<file path="config.mk">
export PLATFORM = sky130hd
export DESIGN_NAME = lsu_64i
export DESIGN_NICKNAME = d
export VERILOG_FILES = /design/src/rtl/lsu_64i.sv
export SDC_FILE = /design/constraint.sdc
export NUM_CORES = 1
export LEC_CHECK = 0
export ABC_CLOCK_PERIOD_IN_PS = 2700
export BUFFER_PORTS_ARGS = -buffer_cell sky130_fd_sc_hd__buf_2
export CAP_MARGIN = 30
export CORE_AREA = 2 2 189 191
export CTS_CLUSTER_SIZE = 28
export DETAILED_ROUTE_END_ITERATION = 8
export DIE_AREA = 0 0 191 193
export GPL_ROUTABILITY_DRIVEN = 0
export PLACE_DENSITY = 0.61
export SETUP_SLACK_MARGIN = 0.05
export SYNTH_ARGS = -nofsm -noshare
export SYNTH_HDL_FRONTEND = slang
export SYNTH_SLANG_ARGS = --single-unit
</file>
<file path="constraint.sdc">
create_clock -name clk -period 2.7 [get_ports clk]
set_input_delay 0.405 -clock clk [delete_from_list [all_inputs] [get_ports clk]]
set_output_delay 0.405 -clock clk [all_outputs]
set_load 0.005 [all_outputs]
</file>
<file path="src/rtl/lsu_64i.sv">
// RV64I load/store unit: alignment check, strobe/lane build, req/gnt + rvalid
// data-bus handshake and load extension, with one access in flight.
module lsu_64i #(
  parameter int unsigned ADDR_W  = 64,
  parameter int unsigned TIMEOUT = 0
) (
  input  logic              clk,
  input  logic              rst,
  input  logic              ex_valid,
  output logic              ex_ready,
  input  logic [6:0]        lsu_op,
  input  logic [ADDR_W-1:0] ex_addr,
  input  logic [63:0]       ex_wdata,
  input  logic [4:0]        ex_rd,
  input  logic              flush,
  output logic              data_req,
  input  logic              data_gnt,
  output logic              data_we,
  output logic [ADDR_W-1:0] data_addr,
  output logic [7:0]        data_wstrb,
  output logic [63:0]       data_wdata,
  input  logic              data_rvalid,
  input  logic [63:0]       data_rdata,
  output logic              wb_valid,
  output logic              wb_we,
  output logic [4:0]        wb_rd,
  output logic [63:0]       wb_data,
  output logic              misalign_exc,
  output logic [ADDR_W-1:0] exc_addr,
  output logic              busy
);

  if (TIMEOUT != 0) begin : g_timeout_unsupported
    $error("lsu_64i: TIMEOUT must be 0");
  end

  localparam logic [2:0] S_IDLE = 3'd0;
  localparam logic [2:0] S_REQ  = 3'd1;
  localparam logic [2:0] S_RESP = 3'd2;
  localparam logic [2:0] S_DONE = 3'd3;
  localparam logic [2:0] S_EXC  = 3'd4;

  logic [2:0]        state;
  logic              we_q;
  logic [3:0]        size_q;
  logic              uns_q;
  logic [ADDR_W-1:0] addr_q;
  logic [4:0]        rd_q;
  logic [7:0]        strb_q;
  logic [63:0]       wdata_q;
  logic [63:0]       ld_q;
  logic              squash_q;

  logic        op_en;
  logic        op_we;
  logic [3:0]  op_size;
  logic        size_ok;
  logic        misal;
  logic [7:0]  strb_d;
  logic [63:0] wdata_d;
  logic [63:0] lane;
  logic [63:0] ld_ext;

  assign op_en   = lsu_op[6];
  assign op_we   = lsu_op[5];
  assign op_size = lsu_op[4:1];

  // Decode the incoming op: legality, byte strobes and lane-replicated store data.
  always_comb begin
    size_ok = (op_size == 4'b0001) || (op_size == 4'b0010) ||
              (op_size == 4'b0100) || (op_size == 4'b1000);
    misal   = (op_size[1] & ex_addr[0]) |
              (op_size[2] & (|ex_addr[1:0])) |
              (op_size[3] & (|ex_addr[2:0]));
    strb_d  = '0;
    wdata_d = ex_wdata;
    case (op_size)
      4'b0001: begin
        strb_d  = 8'b0000_0001 << ex_addr[2:0];
        wdata_d = {8{ex_wdata[7:0]}};
      end
      4'b0010: begin
        strb_d  = 8'b0000_0011 << ex_addr[2:0];
        wdata_d = {4{ex_wdata[15:0]}};
      end
      4'b0100: begin
        strb_d  = 8'b0000_1111 << ex_addr[2:0];
        wdata_d = {2{ex_wdata[31:0]}};
      end
      4'b1000: begin
        strb_d  = 8'hFF;
        wdata_d = ex_wdata;
      end
      default: begin
        strb_d  = '0;
        wdata_d = ex_wdata;
      end
    endcase
    if (!op_we) strb_d = '0;
  end

  // Select the addressed lane of the response and sign/zero extend it.
  always_comb begin
    lane = data_rdata >> {addr_q[2:0], 3'b000};
    case (size_q)
      4'b0001: ld_ext = uns_q ? {56'd0, lane[7:0]}  : {{56{lane[7]}},  lane[7:0]};
      4'b0010: ld_ext = uns_q ? {48'd0, lane[15:0]} : {{48{lane[15]}}, lane[15:0]};
      4'b0100: ld_ext = uns_q ? {32'd0, lane[31:0]} : {{32{lane[31]}}, lane[31:0]};
      default: ld_ext = data_rdata;
    endcase
  end

  // Control FSM and op capture; a flush at or after grant lets the bus finish but
  // marks the op squashed so its writeback pulse is withheld.
  always_ff @(posedge clk) begin
    if (rst) begin
      state    <= S_IDLE;
      we_q     <= 1'b0;
      size_q   <= '0;
      uns_q    <= 1'b0;
      addr_q   <= '0;
      rd_q     <= '0;
      strb_q   <= '0;
      wdata_q  <= '0;
      ld_q     <= '0;
      squash_q <= 1'b0;
    end else begin
      case (state)
        S_IDLE: begin
          if (ex_valid && op_en) begin
            we_q     <= op_we;
            size_q   <= op_size;
            uns_q    <= lsu_op[0];
            addr_q   <= ex_addr;
            rd_q     <= ex_rd;
            strb_q   <= strb_d;
            wdata_q  <= wdata_d;
            squash_q <= 1'b0;
            state    <= (!size_ok || misal) ? S_EXC : S_REQ;
          end
        end
        S_REQ: begin
          if (data_gnt) begin
            squash_q <= squash_q | flush;
            state    <= we_q ? S_DONE : S_RESP;
          end else if (flush) begin
            state <= S_IDLE;
          end
        end
        S_RESP: begin
          if (flush) squash_q <= 1'b1;
          if (data_rvalid) begin
            ld_q  <= ld_ext;
            state <= (squash_q || flush) ? S_IDLE : S_DONE;
          end
        end
        S_DONE:  state <= S_IDLE;
        S_EXC:   state <= S_IDLE;
        default: state <= S_IDLE;
      endcase
    end
  end

  // Bus and writeback outputs, held at zero outside the states that own them.
  always_comb begin
    ex_ready     = (state == S_IDLE);
    busy         = (state != S_IDLE);
    data_req     = (state == S_REQ);
    data_we      = data_req & we_q;
    data_addr    = data_req ? {addr_q[ADDR_W-1:3], 3'b000} : '0;
    data_wstrb   = data_req ? strb_q : '0;
    data_wdata   = (data_req && we_q) ? wdata_q : '0;
    wb_valid     = (state == S_DONE) && !squash_q && !flush;
    wb_we        = wb_valid & ~we_q;
    wb_rd        = wb_valid ? rd_q : '0;
    wb_data      = (wb_valid && !we_q) ? ld_q : '0;
    misalign_exc = (state == S_EXC) && !flush;
    exc_addr     = misalign_exc ? addr_q : '0;
  end

endmodule

</file>
==> run metrics <==
#FFs+latches synth roughly 220; clock-pin slew on the worst setup and hold paths approximately 0.060 ns; VDD IR max around 450 uV; Most used DFF post-synth dfxtp_1; Adder-Cell Fraction of Synth Area 0%; skew final 0.0222 ns; clk root buf clkbuf_16; mean routed wirelength per cell ~20 um; die height approximately 190 um; worst-path cell chain inv_2, nor4_4, clkbuf_16, and2_1, buf_2; Total Routing Usage GR 24.5%; first-pass GRT wire length 71400 um; final wirelength 49000 um; vias per cell 5.46; PD cells 516 nW/um2; starting DRC count in detailed routing ~990; fmax a little under 400 MHz; Final Setup Violations 0; RSZ-0062 raised after global routing no; synthesis-to-finish area growth 30.3%; DRT Pass-1 Iters 7; Synth Area in Compound Gates 23.1%; Post-DP Area 15000 um2; Synth Area in Simple Gates 28.0%; post-synthesis cell count 1597; met3 Use GR 5.74%; CTS tree built; Layout Cells excl Fill between 2000 and 2500; Hold Vio Cnt, Final 0; pin count of the biggest net entering global routing 75; via count 13509; floorplan row count between 60 and 70; CP arrival 2.14 ns; CP Max Fanout 33; core area 35000 um2; post-route ant nets 0; DPL Wire Length about 36000 um; die area 36900 um2; Leakage Power 7.75 nW; max cap viols 0; fin nets 2202; area leader, netlist dfxtp_1; Num Clock Sinks 215; CP Class register to primary output; Slew headroom 46.7%; Netlist Area Pre-Place 12200 um2; DP Cell Count 2424; most common cell in the synthesized netlist nand2_1; Critical Path Max Stage Delay 0.41 ns; largest cells by area after synthesis dfxtp_1, nand2_1, a21oi_1; Max Buffers Root-to-Sink 3; min Tclk post-route 2.54 ns; synth unique cells 66; Critical-path top delay cell dfxtp_4; GRT overflow 0; Initial Utilization between 30% and 40%; M1 GR Usage 32.3%; Post-synth ARST share 0%; Yosys top cell area share 35.1%; vias in the first global route 12213; register area share after synthesis 35.1%; EDFF count, synth 0; post-synthesis mux area share under 10%; Worst-Margin Slew 0.800 ns; Post-Synth XOR/XNOR Area 0.215%; warnings from Yosys 0; mean post-synth cell area 7.67 um2; Layout Utilization 45.6%; CTS Buf Count 26; Port Buffers 482; Die Width 191 um; antenna violations before repair 3; Final Max Slew Viols 0; share of layout cells above drive strength 1 roughly a third; clk_lat worst skew 0.55 ns; gr busiest metal met2; met2 Use GR approximately two fifths; Ports between 400 and 500; hold_buf cts 0; WHS 0.0914 ns; Post-CTS Setup Inserts 0; main combinational cell family by area after synthesis simple AND/OR/NAND/NOR gates; nature of the critical path endpoint primary output; Tcrit/Tclk final 94.1%; Layout Cell Area excl Fill 16000 um2; Hold/Removal Path Class primary input to register; Worst setup SP type register; H-tree Lvls 1; Final TNS setup 0 ns; critical path required time ~2.3 ns; Commonest cells post-synth nand2_1, dfxtp_1, a21oi_1; drc violations 0; run status finished clean
==> cells in the final DEF (no fill, tap or decap), types with 4 or more instances in the layout <==
master / n
nand3_1: 8
nor3b_1: 4
o22ai_1: 10
a2bb2oi_1: 7
mux2i_1: 39
buf_4: 36
nor2_1: 48
nand2b_1: 8
o211ai_1: 8
a221oi_1: 17
dfxtp_2: 4
dfxtp_1: 208
buf_2: 482
and3_1: 134
o311ai_0: 7
a211oi_2: 10
and2_1: 133
nor2b_1: 13
nor3_1: 22
nand2_1: 278
a21oi_1: 204
mux4_2: 14
a222oi_1: 15
buf_12: 6
a211oi_1: 21
a22o_1: 8
inv_1: 7
o21ai_0: 128
clkinv_2: 5
mux2_2: 18
a21o_1: 4
clkbuf_16: 27
clkbuf_8: 7
==> sequential cells by signal (all words and copies together) (netlist names), 3 cells and up <==
| signal | flops |
|---|---|
| wdata_q | 64 |
| rd_q | 5 |
| state | 3 |
| strb_q | 8 |
| size_q | 4 |
| ld_q | 64 |
| addr_q | 64 |
==> repair_timing <==
action,in CTS,in global routing
endpoints found under the hold margin,0,0
gates cloned,0,1
resized for setup,3,6
endpoints found under the setup margin,132,65
==> stage by stage <==
stage / setup slack (ns) / total power [mW]
floorplan: 0.635 / 4.10
finish: 0.158 / 8.24
global placement: 0.404 / 4.56
global route: 0.0507 / 8.55
detailed placement: 0.371 / 4.58
CTS: 0.0655 / 8.30
==> cells by family after synthesis <==
kind of cell / after synthesis
simple gates: 674
compound gates: 462
flops: 215
buf+inv: 170
mux: 72
xor+xnor: 3
other cells: 1
==> critical path: cells and delay by family (launching register included) <==
kind,cells,cell delay [ns]
buffers and inverters,3,0.52
AND/OR/NAND/NOR,2,0.64
flip-flops,1,0.41
==> cell type report <==
type / count / area, um2
inverter: 9 / 33.8
tap: 461 / 577
multi-input combinational: 1214 / 7270
fill: 3547 / 19000
clock inverter: 12 / 155
sequential: 215 / 4320
antenna: 2 / 5.00
clock buffer: 36 / 758
timing repair buffer: 526 / 2840
==> power breakdown <==
| group | switching (mW) | internal, mW | leakage (nW) |
|---|---|---|---|
| clock network | 1.46 | 2.25 | 0.448 |
| registers | 0.0989 | 3.30 | 1.76 |
| logic | 0.697 | 0.434 | 5.54 |
| total | 2.25 | 5.98 | 7.75 |
==> routing by layer <==
| layer | part of all wire, % | vias to the layer above |
|---|---|---|
| met1 | 42 | 6378 |
| met2 | 46 | 621 |
| met3 | 8.5 | 85 |
| li1 | - | 6423 |
| met5 | 0.027 | - |
| met4 | 3.9 | 2 |
==> final timing paths <==
path	start	slack (ns)	to	depth (start not counted)
max	state[2]	0.16	exc_addr[36]	5
min	ex_addr[20]	0.09	addr_q[20]	3
max reg2reg	addr_q[1]	0.33	ld_q[57]	6
min reg2reg	ld_q[3]	0.45	ld_q[3]	2
Power figures use the tool's default switching activity.
